--- config.mk ---
export PLATFORM = sky130hd
export DESIGN_NAME = apb_master_bridge_flat
export DESIGN_NICKNAME = d
export VERILOG_FILES = /design/src/rtl/apb_pkg.sv /design/src/rtl/apb_master_bridge_if.sv /design/src/rtl/apb_wait_timer.sv /design/src/rtl/apb_master_bridge.sv /design/src/flat_wrapper.sv
export SDC_FILE = /design/constraint.sdc
export NUM_CORES = 1
export LEC_CHECK = 0
export CAP_MARGIN = 20
export CORE_UTILIZATION = 41
export DETAILED_ROUTE_END_ITERATION = 7
export PLACE_DENSITY_LB_ADDON = 0.08
export SYNTH_ARGS = -nofsm -noshare
export SYNTH_HDL_FRONTEND = slang
export SYNTH_HIERARCHICAL = 1
export SYNTH_SLANG_ARGS = --single-unit
--- constraint.sdc ---
create_clock -name PCLK -period 1.7 [get_ports PCLK]
set_input_delay 0.34 -clock PCLK [delete_from_list [all_inputs] [get_ports PCLK]]
set_output_delay 0.34 -clock PCLK [all_outputs]
set_load 0.02 [all_outputs]
--- src/rtl/apb_pkg.sv ---
// apb_pkg
// Shared types and default widths for the APB master bridge slice.
// Contents:
//   APB_ADDR_W_DEF / APB_DATA_W_DEF / APB_TIMEOUT_DEF : default parameter values
//   apb_state_e                                       : bridge FSM state encoding
package apb_pkg;

  localparam int APB_ADDR_W_DEF  = 8;
  localparam int APB_DATA_W_DEF  = 32;
  localparam int APB_TIMEOUT_DEF = 16;

  typedef enum logic [1:0] {
    APB_IDLE   = 2'd0,
    APB_SETUP  = 2'd1,
    APB_ACCESS = 2'd2
  } apb_state_e;

endpackage

--- src/rtl/apb_master_bridge_if.sv ---
// apb_master_bridge_if
// Bundles the command/response handshake and the APB bus of the bridge.
// Modports:
//   master : bridge view (drives cmd_ready, rsp_*, PSEL/PENABLE/PWRITE/PADDR/PWDATA)
//   slave  : environment view (drives cmd_*, PRDATA/PREADY/PSLVERR)
interface apb_master_bridge_if
  import apb_pkg::*;
#(
  parameter int ADDR_WIDTH = APB_ADDR_W_DEF,
  parameter int DATA_WIDTH = APB_DATA_W_DEF
);

  logic                  cmd_valid;
  logic                  cmd_ready;
  logic                  cmd_write;
  logic [ADDR_WIDTH-1:0] cmd_addr;
  logic [DATA_WIDTH-1:0] cmd_wdata;

  logic                  rsp_valid;
  logic [DATA_WIDTH-1:0] rsp_rdata;
  logic                  rsp_err;

  logic                  PSEL;
  logic                  PENABLE;
  logic                  PWRITE;
  logic [ADDR_WIDTH-1:0] PADDR;
  logic [DATA_WIDTH-1:0] PWDATA;
  logic [DATA_WIDTH-1:0] PRDATA;
  logic                  PREADY;
  logic                  PSLVERR;

  modport master (
    input  cmd_valid, cmd_write, cmd_addr, cmd_wdata,
    input  PRDATA, PREADY, PSLVERR,
    output cmd_ready, rsp_valid, rsp_rdata, rsp_err,
    output PSEL, PENABLE, PWRITE, PADDR, PWDATA
  );

  modport slave (
    output cmd_valid, cmd_write, cmd_addr, cmd_wdata,
    output PRDATA, PREADY, PSLVERR,
    input  cmd_ready, rsp_valid, rsp_rdata, rsp_err,
    input  PSEL, PENABLE, PWRITE, PADDR, PWDATA
  );

endinterface

--- src/rtl/apb_wait_timer.sv ---
// apb_wait_timer
// ACCESS-phase wait timer: a down-counter reloaded by clear and decremented
// while enable is high; expired flags the cycle that would exceed the budget.
// Ports:
//   PCLK, PRESETn : clock, async active-low reset
//   clear         : reload the counter (asserted the cycle before ACCESS)
//   enable        : an ACCESS cycle with PREADY low
//   expired       : enable is high in the TIMEOUT_CYCLES-th waiting cycle
module apb_wait_timer #(
  parameter int TIMEOUT_CYCLES = 16
) (
  input  logic PCLK,
  input  logic PRESETn,
  input  logic clear,
  input  logic enable,
  output logic expired
);

  localparam int            CW   = $clog2(TIMEOUT_CYCLES + 1);
  localparam logic [CW-1:0] LOAD = CW'(TIMEOUT_CYCLES - 1);

  logic [CW-1:0] count_q;

  always_ff @(posedge PCLK or negedge PRESETn) begin
    if (!PRESETn) begin
      count_q <= LOAD;
    end else if (clear) begin
      count_q <= LOAD;
    end else if (enable && (count_q != '0)) begin
      count_q <= count_q - CW'(1);
    end
  end

  // Terminal count reached while still waiting: this is the last allowed cycle.
  assign expired = enable && (count_q == '0);

endmodule

--- src/rtl/apb_master_bridge.sv ---
// apb_master_bridge
// Converts a valid/ready command stream into APB SETUP/ACCESS transfers and
// returns one registered response (rdata + error) per command.
// Ports:
//   PCLK, PRESETn : APB clock, async active-low reset
//   bus (master)  : cmd_valid/cmd_ready/cmd_write/cmd_addr/cmd_wdata,
//                   rsp_valid/rsp_rdata/rsp_err, APB PSEL/PENABLE/PWRITE/
//                   PADDR/PWDATA/PRDATA/PREADY/PSLVERR
// Build option:
//   APB_MASTER_TIMEOUT_EN : abort an ACCESS phase after TIMEOUT_CYCLES waits
//                           with rsp_err=1; without it the bridge waits forever.
//
// state      | meaning
// APB_IDLE   | cmd_ready high, PSEL low, accept next command
// APB_SETUP  | PSEL=1 PENABLE=0, one cycle
// APB_ACCESS | PSEL=1 PENABLE=1, wait for PREADY (or timeout)
module apb_master_bridge
  import apb_pkg::*;
#(
  parameter int ADDR_WIDTH     = APB_ADDR_W_DEF,
  parameter int DATA_WIDTH     = APB_DATA_W_DEF,
  parameter int TIMEOUT_CYCLES = APB_TIMEOUT_DEF
) (
  input  logic                PCLK,
  input  logic                PRESETn,
  apb_master_bridge_if.master bus
);

  if (TIMEOUT_CYCLES < 1) begin : g_bad_timeout
    $error("apb_master_bridge: TIMEOUT_CYCLES must be at least 1");
  end

  apb_state_e state_q, state_d;

  logic                  psel_q, penable_q, pwrite_q, rsp_valid_q, rsp_err_q;
  logic                  psel_d, penable_d, pwrite_d, rsp_valid_d, rsp_err_d;
  logic [ADDR_WIDTH-1:0] paddr_q, paddr_d;
  logic [DATA_WIDTH-1:0] pwdata_q, pwdata_d, rsp_rdata_q, rsp_rdata_d;

  logic accept, done, timeout;

  assign accept = (state_q == APB_IDLE) && bus.cmd_valid;
  assign done   = (state_q == APB_ACCESS) && bus.PREADY;

`ifdef APB_MASTER_TIMEOUT_EN
  // PREADY gates enable, so a ready slave on the terminal cycle completes normally.
  apb_wait_timer #(
    .TIMEOUT_CYCLES (TIMEOUT_CYCLES)
  ) u_wait_timer (
    .PCLK    (PCLK),
    .PRESETn (PRESETn),
    .clear   (state_q == APB_SETUP),
    .enable  ((state_q == APB_ACCESS) && !bus.PREADY),
    .expired (timeout)
  );
`else
  assign timeout = 1'b0;
`endif

  always_ff @(posedge PCLK or negedge PRESETn) begin
    if (!PRESETn) begin
      state_q <= APB_IDLE;
    end else begin
      state_q <= state_d;
    end
  end

  always_comb begin
    state_d = state_q;
    case (state_q)
      APB_IDLE:   if (bus.cmd_valid) state_d = APB_SETUP;
      APB_SETUP:  state_d = APB_ACCESS;
      APB_ACCESS: if (bus.PREADY || timeout) state_d = APB_IDLE;
      default:    state_d = APB_IDLE;
    endcase
  end

  // Outputs are registered, so they are derived from the next state.
  always_comb begin
    psel_d      = (state_d != APB_IDLE);
    penable_d   = (state_d == APB_ACCESS);
    pwrite_d    = pwrite_q;
    paddr_d     = paddr_q;
    pwdata_d    = pwdata_q;
    rsp_valid_d = done || timeout;
    rsp_err_d   = rsp_err_q;
    rsp_rdata_d = rsp_rdata_q;
    if (accept) begin
      pwrite_d = bus.cmd_write;
      paddr_d  = bus.cmd_addr;
      pwdata_d = bus.cmd_wdata;
    end
    if (done) begin
      rsp_err_d   = bus.PSLVERR;
      rsp_rdata_d = pwrite_q ? '0 : bus.PRDATA;
    end else if (timeout) begin
      rsp_err_d   = 1'b1;
      rsp_rdata_d = '0;
    end
  end

  always_ff @(posedge PCLK or negedge PRESETn) begin
    if (!PRESETn) begin
      psel_q      <= 1'b0;
      penable_q   <= 1'b0;
      pwrite_q    <= 1'b0;
      paddr_q     <= '0;
      pwdata_q    <= '0;
      rsp_valid_q <= 1'b0;
      rsp_err_q   <= 1'b0;
      rsp_rdata_q <= '0;
    end else begin
      psel_q      <= psel_d;
      penable_q   <= penable_d;
      pwrite_q    <= pwrite_d;
      paddr_q     <= paddr_d;
      pwdata_q    <= pwdata_d;
      rsp_valid_q <= rsp_valid_d;
      rsp_err_q   <= rsp_err_d;
      rsp_rdata_q <= rsp_rdata_d;
    end
  end

  assign bus.cmd_ready = (state_q == APB_IDLE);
  assign bus.PSEL      = psel_q;
  assign bus.PENABLE   = penable_q;
  assign bus.PWRITE    = pwrite_q;
  assign bus.PADDR     = paddr_q;
  assign bus.PWDATA    = pwdata_q;
  assign bus.rsp_valid = rsp_valid_q;
  assign bus.rsp_err   = rsp_err_q;
  assign bus.rsp_rdata = rsp_rdata_q;

endmodule

--- src/flat_wrapper.sv ---
// flat-port wrapper written by rule: the top's interface ports become plain ports
module apb_master_bridge_flat import apb_pkg::*;
#(
  parameter int ADDR_WIDTH     = APB_ADDR_W_DEF,
  parameter int DATA_WIDTH     = APB_DATA_W_DEF,
  parameter int TIMEOUT_CYCLES = APB_TIMEOUT_DEF
)
  (PCLK, PRESETn, bus_cmd_valid, bus_cmd_write, bus_cmd_addr, bus_cmd_wdata, bus_PRDATA, bus_PREADY, bus_PSLVERR, bus_cmd_ready, bus_rsp_valid, bus_rsp_rdata, bus_rsp_err, bus_PSEL, bus_PENABLE, bus_PWRITE, bus_PADDR, bus_PWDATA);
  apb_master_bridge_if #(.ADDR_WIDTH(ADDR_WIDTH), .DATA_WIDTH(DATA_WIDTH)) bus_i ();
  input  logic PCLK;
  input  logic PRESETn;
  input wire logic [$bits(bus_i.cmd_valid)-1:0] bus_cmd_valid;
  input wire logic [$bits(bus_i.cmd_write)-1:0] bus_cmd_write;
  input wire logic [$bits(bus_i.cmd_addr)-1:0] bus_cmd_addr;
  input wire logic [$bits(bus_i.cmd_wdata)-1:0] bus_cmd_wdata;
  input wire logic [$bits(bus_i.PRDATA)-1:0] bus_PRDATA;
  input wire logic [$bits(bus_i.PREADY)-1:0] bus_PREADY;
  input wire logic [$bits(bus_i.PSLVERR)-1:0] bus_PSLVERR;
  output wire logic [$bits(bus_i.cmd_ready)-1:0] bus_cmd_ready;
  output wire logic [$bits(bus_i.rsp_valid)-1:0] bus_rsp_valid;
  output wire logic [$bits(bus_i.rsp_rdata)-1:0] bus_rsp_rdata;
  output wire logic [$bits(bus_i.rsp_err)-1:0] bus_rsp_err;
  output wire logic [$bits(bus_i.PSEL)-1:0] bus_PSEL;
  output wire logic [$bits(bus_i.PENABLE)-1:0] bus_PENABLE;
  output wire logic [$bits(bus_i.PWRITE)-1:0] bus_PWRITE;
  output wire logic [$bits(bus_i.PADDR)-1:0] bus_PADDR;
  output wire logic [$bits(bus_i.PWDATA)-1:0] bus_PWDATA;
  assign bus_i.cmd_valid = bus_cmd_valid;
  assign bus_i.cmd_write = bus_cmd_write;
  assign bus_i.cmd_addr = bus_cmd_addr;
  assign bus_i.cmd_wdata = bus_cmd_wdata;
  assign bus_i.PRDATA = bus_PRDATA;
  assign bus_i.PREADY = bus_PREADY;
  assign bus_i.PSLVERR = bus_PSLVERR;
  assign bus_cmd_ready = bus_i.cmd_ready;
  assign bus_rsp_valid = bus_i.rsp_valid;
  assign bus_rsp_rdata = bus_i.rsp_rdata;
  assign bus_rsp_err = bus_i.rsp_err;
  assign bus_PSEL = bus_i.PSEL;
  assign bus_PENABLE = bus_i.PENABLE;
  assign bus_PWRITE = bus_i.PWRITE;
  assign bus_PADDR = bus_i.PADDR;
  assign bus_PWDATA = bus_i.PWDATA;
  apb_master_bridge #(.ADDR_WIDTH(ADDR_WIDTH), .DATA_WIDTH(DATA_WIDTH), .TIMEOUT_CYCLES(TIMEOUT_CYCLES)) u_core (.PCLK(PCLK), .PRESETn(PRESETn), .bus(bus_i));
endmodule
==> impl_summary.md, run 1 <==
Timing
The hold violation count in the final report was 0. Static timing analysis puts the maximum clock frequency at between 600 and 700 MHz. The final setup violation count is 0. Setup repair after global routing left no endpoint under its margin. The worst-case headroom to the max-slew limit is between 70% and 80%. For the pin with the worst max-slew slack, the measured transition is approximately 0.43 ns. On the final layout, the worst clock skew is around 0.0066 ns. For the final routed database, the setup TNS stands at 0 ns. After layout, the minimum clock period comes to around 1.7 ns.

The max-slew violation count is 0. The final period utilization is 97.63%.

Cells and area
After routing the design area is between 5000 and 6000 sq um. The number of antenna diodes in the final layout is 0. The net count of the finished layout is approximately 450.

Compared with the post-synthesis result, the final layout area differs by 57.16%. The proportion of layout cells with a drive suffix above 1 is between 20% and 30%.

CTS
Buffers inserted during clock tree synthesis total 9. The total setup buffers inserted after CTS is 0. The cell at the root of the clock tree is sky130_fd_sc_hd__clkbuf_8.

The maximum root-to-sink buffer count is 2. The hold-fix buffer count after cts is 0. The clock drives approximately 80 sinks. The TritonCTS clock tree is built.

The H-tree depth reported by CTS is 3. The later pin in the worst-skew pair is clocked with a latency of 0.34 ns. After clock tree synthesis, the clock-pin slew on the worst setup and hold paths is about 0.08 ns.

Global routing
Entering global routing, the biggest net connects 80 pins. The remaining global-route overflow is 0. The global routing met3 resource utilization is 5.638%. Global routing consumed, over all layers together, about 18% of the routing resources.

The first global-routing pass estimated roughly 12000 um of wire. The global routing stage identified its most utilized layer as met2. The met1 track utilization from global routing is roughly 25%.

The number of global-route vias before repair is roughly 2200. The initial antenna violation count is 0. For this run, global-route usage on met2 was measured as between 20% and 30%.

Routing
After detailed routing, the total wire length is just over 7000 um. The number of DRC markers after the initial detailed-route iteration is 60. Dividing the detail-routed via count by the number of cells gives 4.685.

Dividing the detail-routed wire length by the instance count gives about 15 um. The vias after detailed routing is 2216. The number of nets with antenna violations after detailed routing is 0.

The DRC violations left is 0. The first TritonRoute pass finished after 5 iterations.

Power
The switching power of the nets is 3.401 mW. The internal portion of the total power is 6.377 mW. Combinational cells account for 52.4% of the total power. Net switching is a little over a third of the power.

The part of the total power dissipated in the clock network is roughly 14%. Registers are responsible for 33.4% of the overall power. The post-layout total power is a little under 10 mW. For this design the ratio of total power to cell area is about 1900 nW/um^2. IR analysis of the VDD net gives a maximum drop of between 0.8 and 0.9 mV. The reported leakage power is approximately 2.4 nW.

Floorplanning
The total area inside the core boundary comes to just under 8000 sq um. In this run the vertical extent of the chip is roughly 90 um. From left edge to right edge, the die measures 91.85 um. 156 I/O pins were placed. After floorplanning, the core was divided into 32 placement rows. The floorplan die area is 8436 sq um. Once the floorplan was initialized, standard cells occupied ~43% of the core.

Worst setup path
For this design, the slowest cell found on the critical path is sky130_fd_sc_hd__clkdlybuf4s50_1. The arrival time of data at the critical path endpoint is about 1.3 ns. The critical path endpoint category is an output port. For the worst flop-to-flop path, the logic depth is 3. The critical path goes through clkdlybuf4s50_1. The critical path is of the reg2out type. The capture instance of the worst register-to-register path is u_core/bus.PWDATA[24]. The maximum single-stage delay on the critical path is 0.62 ns. The worst register-to-register path has a setup slack of between 0.2 and 0.25 ns. The largest fanout on the critical path is 2. The worst register-to-register path begins at u_core/state_q[1]. The nature of the critical path startpoint is a flip-flop.

STA puts the critical path data required time at 1.36 ns. The number of buffers and inverters on the critical path is 1. Grouping stages by cell kind, the critical path spends the most delay in buffers and inverters.

Yosys
Counting flops and latches in the post-synthesis netlist gives slightly below 80. The post-synthesis cell type count is 14. The cell with the most instances after synthesis is sky130_fd_sc_hd__dfrtp_1. The area fraction of the dominant cell type after synthesis is between 50% and 60%. The main combinational cell family by area after synthesis is multiplexers. In the synthesized netlist the dominant register cell turns out to be sky130_fd_sc_hd__dfrtp_1. Summing the areas of all compound-gate instances in the mapped netlist gives less than 1% of the synthesized area. sky130_fd_sc_hd__dfrtp_1 takes more of the synthesized area than any other cell. Ranked by total cell area, the synthesized netlist is headed by sky130_fd_sc_hd__dfrtp_1, sky130_fd_sc_hd__mux2_2, sky130_fd_sc_hd__mux2_4, sky130_fd_sc_hd__nor2b_1, sky130_fd_sc_hd__buf_12. The xor and xnor area share after synthesis is 0%.

The netlist area before placement is 3309 sq um. Sequential cells were found to cover approximately three fifths of the synthesized design area. The count of flip-flops with a built-in enable after synthesis is 0.

The post-synthesis simple-gate area fraction is roughly 7.4%. After synthesis, the share of flip-flops with an asynchronous set or reset is 100.0%. The adder-cell area share of the yosys netlist is 0%.

The commonest cells after synthesis are sky130_fd_sc_hd__dfrtp_1, sky130_fd_sc_hd__mux2_2, sky130_fd_sc_hd__nor2b_1. The multiplexer area fraction after synthesis is between 20% and 30%. Synthesis handed over a netlist of around 210 instances. The total nets after synthesis is 283. The count of yosys warnings during synthesis is 6.

After synthesis, the mean cell area works out to approximately 16 sq um.

Placed design
Detailed placement ended at an HPWL of between 4000 and 5000 um. The instance area after placement is between 4000 and 5000 sq um. Port buffering added approximately 160 buffers.

The last weighted congestion value of the routability-driven placer is 0.6791.

Flow run
The max-cap violation count is 0.

Min path
The worst min-delay path class is in2async.

Outcome
The run finished with clean final reports.
==> worst max-delay path by stage <==
stage	startpoint	slack (ns)	endpoint	cells past startpoint
floorplan	u_core/state_q[1]	0.29	u_core/bus.PADDR[2]	3
detailed placement	bus_cmd_valid	-0.15	u_core/bus.PADDR[5]	4
CTS	u_core/bus.rsp_rdata[24]	0.007	bus_rsp_rdata[24]	1
global placement	bus_cmd_valid	-0.10	u_core/bus.PWRITE	4
global route	u_core/bus.rsp_rdata[21]	0.001	bus_rsp_rdata[21]	1
finish	u_core/bus.rsp_rdata[22]	0.04	bus_rsp_rdata[22]	1
==> what timing repair did <==
action,4_1_cts,5_1_grt
gates resized for setup,1,18
endpoints found under the setup margin,1,18
pin swaps,0,0
==> power by group through the flow <==
stage          clock [mW]  sequential [mW]  combinational (mW)
3_3_place_gp            0             3.29                5.16
4_1_cts              1.44             3.28                5.23
6_report             1.39             3.26                5.13
2_1_floorplan           0             4.42                1.75
3_5_place_dp            0             3.30                5.21
5_1_grt              1.52             3.40                5.41
==> area by class of cell <==
class / instances / area, sq um
clock buffers: 11 / 151.4
clock inverters: 4 / 45.04
fillers: 587 / 2566
inverters: 1 / 3.754
multi-input cells: 114 / 1202
flip-flops and latches: 79 / 1977
well taps: 102 / 127.6
repair buffers: 162 / 1694
==> layer usage <==
| metal | routed length (um) | share of wire, % |
|---|---|---|
| met1 | 3399 | 48 |
| met2 | 3070 | 43 |
| met3 | 544 | 7.6 |
| met4 | 112 | 1.6 |
| met5 | 0 | 0 |
==> kinds of logic (layout without fill, tap and decap cells) <==
kind of cell,Yosys count,after routing
mux,74,74
buf+inv,12,178
simple gates,37,37
flops,79,79
compound gates,3,3
==> registers in the layout, indices dropped and copies added, names as in the netlist <==
| register | count |
|---|---|
| u_core/bus.PWRITE | 1 |
| u_core/bus.PENABLE | 1 |
| u_core/bus.PWDATA | 32 |
| u_core/bus.rsp_valid | 1 |
| u_core/bus.PADDR | 8 |
| u_core/bus.PSEL | 1 |
| u_core/state_q | 2 |
| u_core/bus.rsp_rdata | 32 |
| u_core/bus.rsp_err | 1 |
==> layout by cell type (no fill, tap or decap) <==
cell type / count
sky130_fd_sc_hd__clkdlybuf4s50_1: 136
sky130_fd_sc_hd__dfrtp_1: 79
sky130_fd_sc_hd__mux2_2: 41
sky130_fd_sc_hd__nor2b_1: 32
sky130_fd_sc_hd__mux2_4: 29
sky130_fd_sc_hd__dlymetal6s2s_1: 17
sky130_fd_sc_hd__clkbuf_8: 11
sky130_fd_sc_hd__buf_4: 4
sky130_fd_sc_hd__mux2_1: 4
sky130_fd_sc_hd__buf_12: 4
sky130_fd_sc_hd__clkinv_2: 3
sky130_fd_sc_hd__o21ai_0: 3
sky130_fd_sc_hd__nor2_1: 2
sky130_fd_sc_hd__bufinv_16: 1
sky130_fd_sc_hd__clkdlybuf4s15_1: 1
sky130_fd_sc_hd__inv_1: 1
sky130_fd_sc_hd__or3b_2: 1
sky130_fd_sc_hd__nor3b_4: 1
sky130_fd_sc_hd__and3b_2: 1
==> through the flow <==
step / setup slack, ns / std cells / util, % / hold WS [ns]
after floorplan: 0.2911 / 205 / - / 0.04441
after CTS: 0.007097 / 473 / 66.40 / 0.03044
final: 0.04032 / 473 / 66.96 / 0.004106
after global placement: -0.1009 / 458 / 63.89 / 0.4009
after global routing: 0.001138 / 473 / 66.96 / 0.03146
after detailed placement: -0.1464 / 458 / 63.89 / 0.3996
No activity file was read; power rests on OpenSTA's default activity.
==> run 2: changes to the inputs <==
--- a/constraint.sdc
+++ b/constraint.sdc
@@ -3,2 +3,2 @@
 set_output_delay 0.34 -clock PCLK [all_outputs]
-set_load 0.02 [all_outputs]
+set_load 0.1 [all_outputs]
==> run 2 against run 1 <==
Non-clock buffer count unchanged. Via count rose by 3.0%. Die area unchanged. Highest routed layer unchanged. Hold slack improved by 0.50 ns. Critical path depth unchanged. First-iteration DRC count shrank 20%. Sequential share of layout area is 5.0 points lower.
==> impl_summary.md, run 2 (synthesis gave the netlist of run 1 again) <==
Cells and area
The layout overhead on the synthesized area is 81.25%. In the layout the commonest cells are sky130_fd_sc_hd__buf_12, sky130_fd_sc_hd__dfrtp_1, sky130_fd_sc_hd__clkdlybuf4s50_1. The layout net count is 445 (unchanged). The post-layout utilization of the core is 77.22% (+10 points). The antenna diode count was 0 (unchanged).

Leaving out fill and tap cells, the most frequent cell in the layout is sky130_fd_sc_hd__buf_12. The number of filler cells placed in the layout is 484 (-18%). The proportion of layout cells with a drive suffix above 1 came to 47.04% (+21 points).

Worst setup path
The capture instance of the worst register-to-register path is u_core/bus.PWDATA[17]. The cell type group with the largest total delay on the critical path is flip-flops. The critical path data required time is 1.36 ns (about the same). Among all stages on the critical path, the largest delay is contributed by sky130_fd_sc_hd__dfrtp_4.

The worst setup path is of the reg2out kind. The maximum single-stage delay on the critical path is 0.69 ns (+0.07 ns). The critical path starts at u_core/bus.PWRITE. The critical path endpoint category is an output port. The critical path goes through buf_12. The cell count of the worst reg-to-reg path came to 3 (unchanged).

The largest fanout on the critical path is 34 (+32). The nature of the critical path startpoint is a flip-flop. The arrival time of data at the critical path endpoint is 1.27 ns (-0.05 ns). In this run the critical register-to-register path is launched from u_core/state_q[1]. The register-to-register path setup slack is 0.23 ns (about the same). The count of buffering cells on the critical path with inverters included is 1 (unchanged).

CTS
The clock latency at the later pin of the worst-skew pair was 0.34 ns (about the same). The cell at the root of the clock tree is sky130_fd_sc_hd__clkbuf_8. The register clock-pin slew on the reported worst setup and hold paths is 0.08 ns (about the same). The maximum root-to-sink buffer count came to 2 (unchanged).

The total CTS buffers came to 9 (unchanged). The H-tree depth reported by CTS is 3 (unchanged). The total setup buffers inserted after CTS came to 0 (unchanged). The count of clock tree sinks is 79 (unchanged).

The TritonCTS clock tree is built.

Placed design
The total of buffers placed on input and output ports is 155 (unchanged). The detailed placer's ending HPWL is 5706 um (+18%). The last weighted congestion value of the routability-driven placer is 0.7129 (+5.0%).

Global routing
The initial antenna violation count was 0 (unchanged). The remaining global-route overflow is 0 (unchanged). The wire length of the first global-routing pass came to 12340 um (+7.2%).

The number of global-route vias before repair is 2412 (+9.1%). The total routing usage reported by global routing was 19.30% (+1.6 points). The pin count of the biggest net entering global routing came to 38 (-53%).

Floorplanning
The chip height is 91.85 um (unchanged). The starting density of the core is 42.61% (unchanged). The cell row count came to 32 (unchanged). The count of boundary I/O pins is 156 (unchanged). The floorplan die area came to 8436 sq um (unchanged). The horizontal extent of the die was 91.85 um (unchanged). The total core area came to 7767 sq um (unchanged).

Routing
The number of DRC markers after the initial detailed-route iteration is 48 (-20%). The detailed-routing iteration count for the pre-antenna-repair pass was 4 (-1). The DRC violations left is 0 (unchanged).

The number of nets with antenna violations after detailed routing is 0 (unchanged). The via-per-instance ratio came to 4.814 (+2.8%). The post-detailed-route wirelength per cell is 16.37 um (+8.6%). The vias after detailed routing is 2282 (+3.0%).

The total wire length after detailed routing is 7759 um (+8.9%).

Timing
The worst-case headroom to the max-slew limit is 68.82% (-2.6 points). The hold violation count in the final report was 0 (unchanged). The final period utilization is 94.79% (-2.8 points).

Setup repair after global routing left no endpoint under its margin. The clock period minus worst slack came to 1.611 ns (-0.04822 ns). The post-route clock skew is 0.009358 ns (+0.002769 ns).

The actual slew at the worst max-slew pin is 0.4677 ns (+0.03827 ns). The final setup violation count was 0 (unchanged). The max-slew violation count is 0 (unchanged). The maximum clock rate is 620.6 MHz (+3.0%).

Min path
The worst hold path belongs to the class in2async.

Flow run
The max-cap violation count came to 0 (unchanged).

Outcome
The flow ran to the end, and the final reports show no timing, DRC or antenna violations.
[run 2: worst max-delay path by stage]
stage | cells past startpoint | endpoint | slack [ns]
6_report | 1 | bus_PWRITE | 0.09
5_1_grt | 1 | bus_PWRITE | 0.04
4_1_cts | 1 | bus_PWRITE | 0.08
3_5_place_dp | 4 | u_core/bus.PWDATA[17] | -0.11
3_3_place_gp | 4 | u_core/bus.PWDATA[14] | -0.08
2_1_floorplan | 1 | bus_cmd_ready | 0.10
[run 2: final cells by class]
type / instances / area (sq um) / share of cell area (%)
Clock buffer: 11 / 141.4 / 2.357
Clock inverter: 5 / 105.1 / 1.752
Inverter: 1 / 3.754 / 0.06258
Multi-Input combinational cell: 114 / 1205 / 20.09
Sequential cell: 79 / 1981 / 33.02
Tap cell: 102 / 127.6 / 2.128
Timing Repair Buffer: 162 / 2435 / 40.59
[run 2: timing repair]
item | 4_1_cts | 5_1_grt
resized for setup | 1 | 0
setup endpoints to repair | 1 | 0
hold buffers | 1 | 0
endpoints found under the hold margin | 33 | 0
[run 2: per-stage QoR]
| stage | hold WS [ns] | cells | worst slack [ns] | cell area [sq um] | setup TNS (ns) |
|---|---|---|---|---|---|
| 3_3_place_gp | 0.3370 | 457 | -0.07599 | 5739 | -2.896 |
| 5_1_grt | 0.5490 | 474 | 0.03608 | 5998 | 0 |
| 6_report | 0.5056 | 474 | 0.08855 | 5998 | 0 |
| 3_5_place_dp | 0.3286 | 457 | -0.1084 | 5739 | -3.737 |
| 4_1_cts | 0.5094 | 474 | 0.07678 | 5998 | 0 |
| 2_1_floorplan | 0.04441 | 205 | 0.1046 | 3313 | 0 |
[run 2: layer usage]
layer  wire length [um]  up-vias  GRT usage, %
met4                189        0         8.203
li1                   -     1023             -
met2               3703       96         30.47
met5                  0        -             0
met3                653       15         7.214
met1               3214     1148         23.74
Power of run 2 is left out: the tool's default activity adds up to more than one toggle a clock period on the data nets, which glitch-free logic cannot reach.
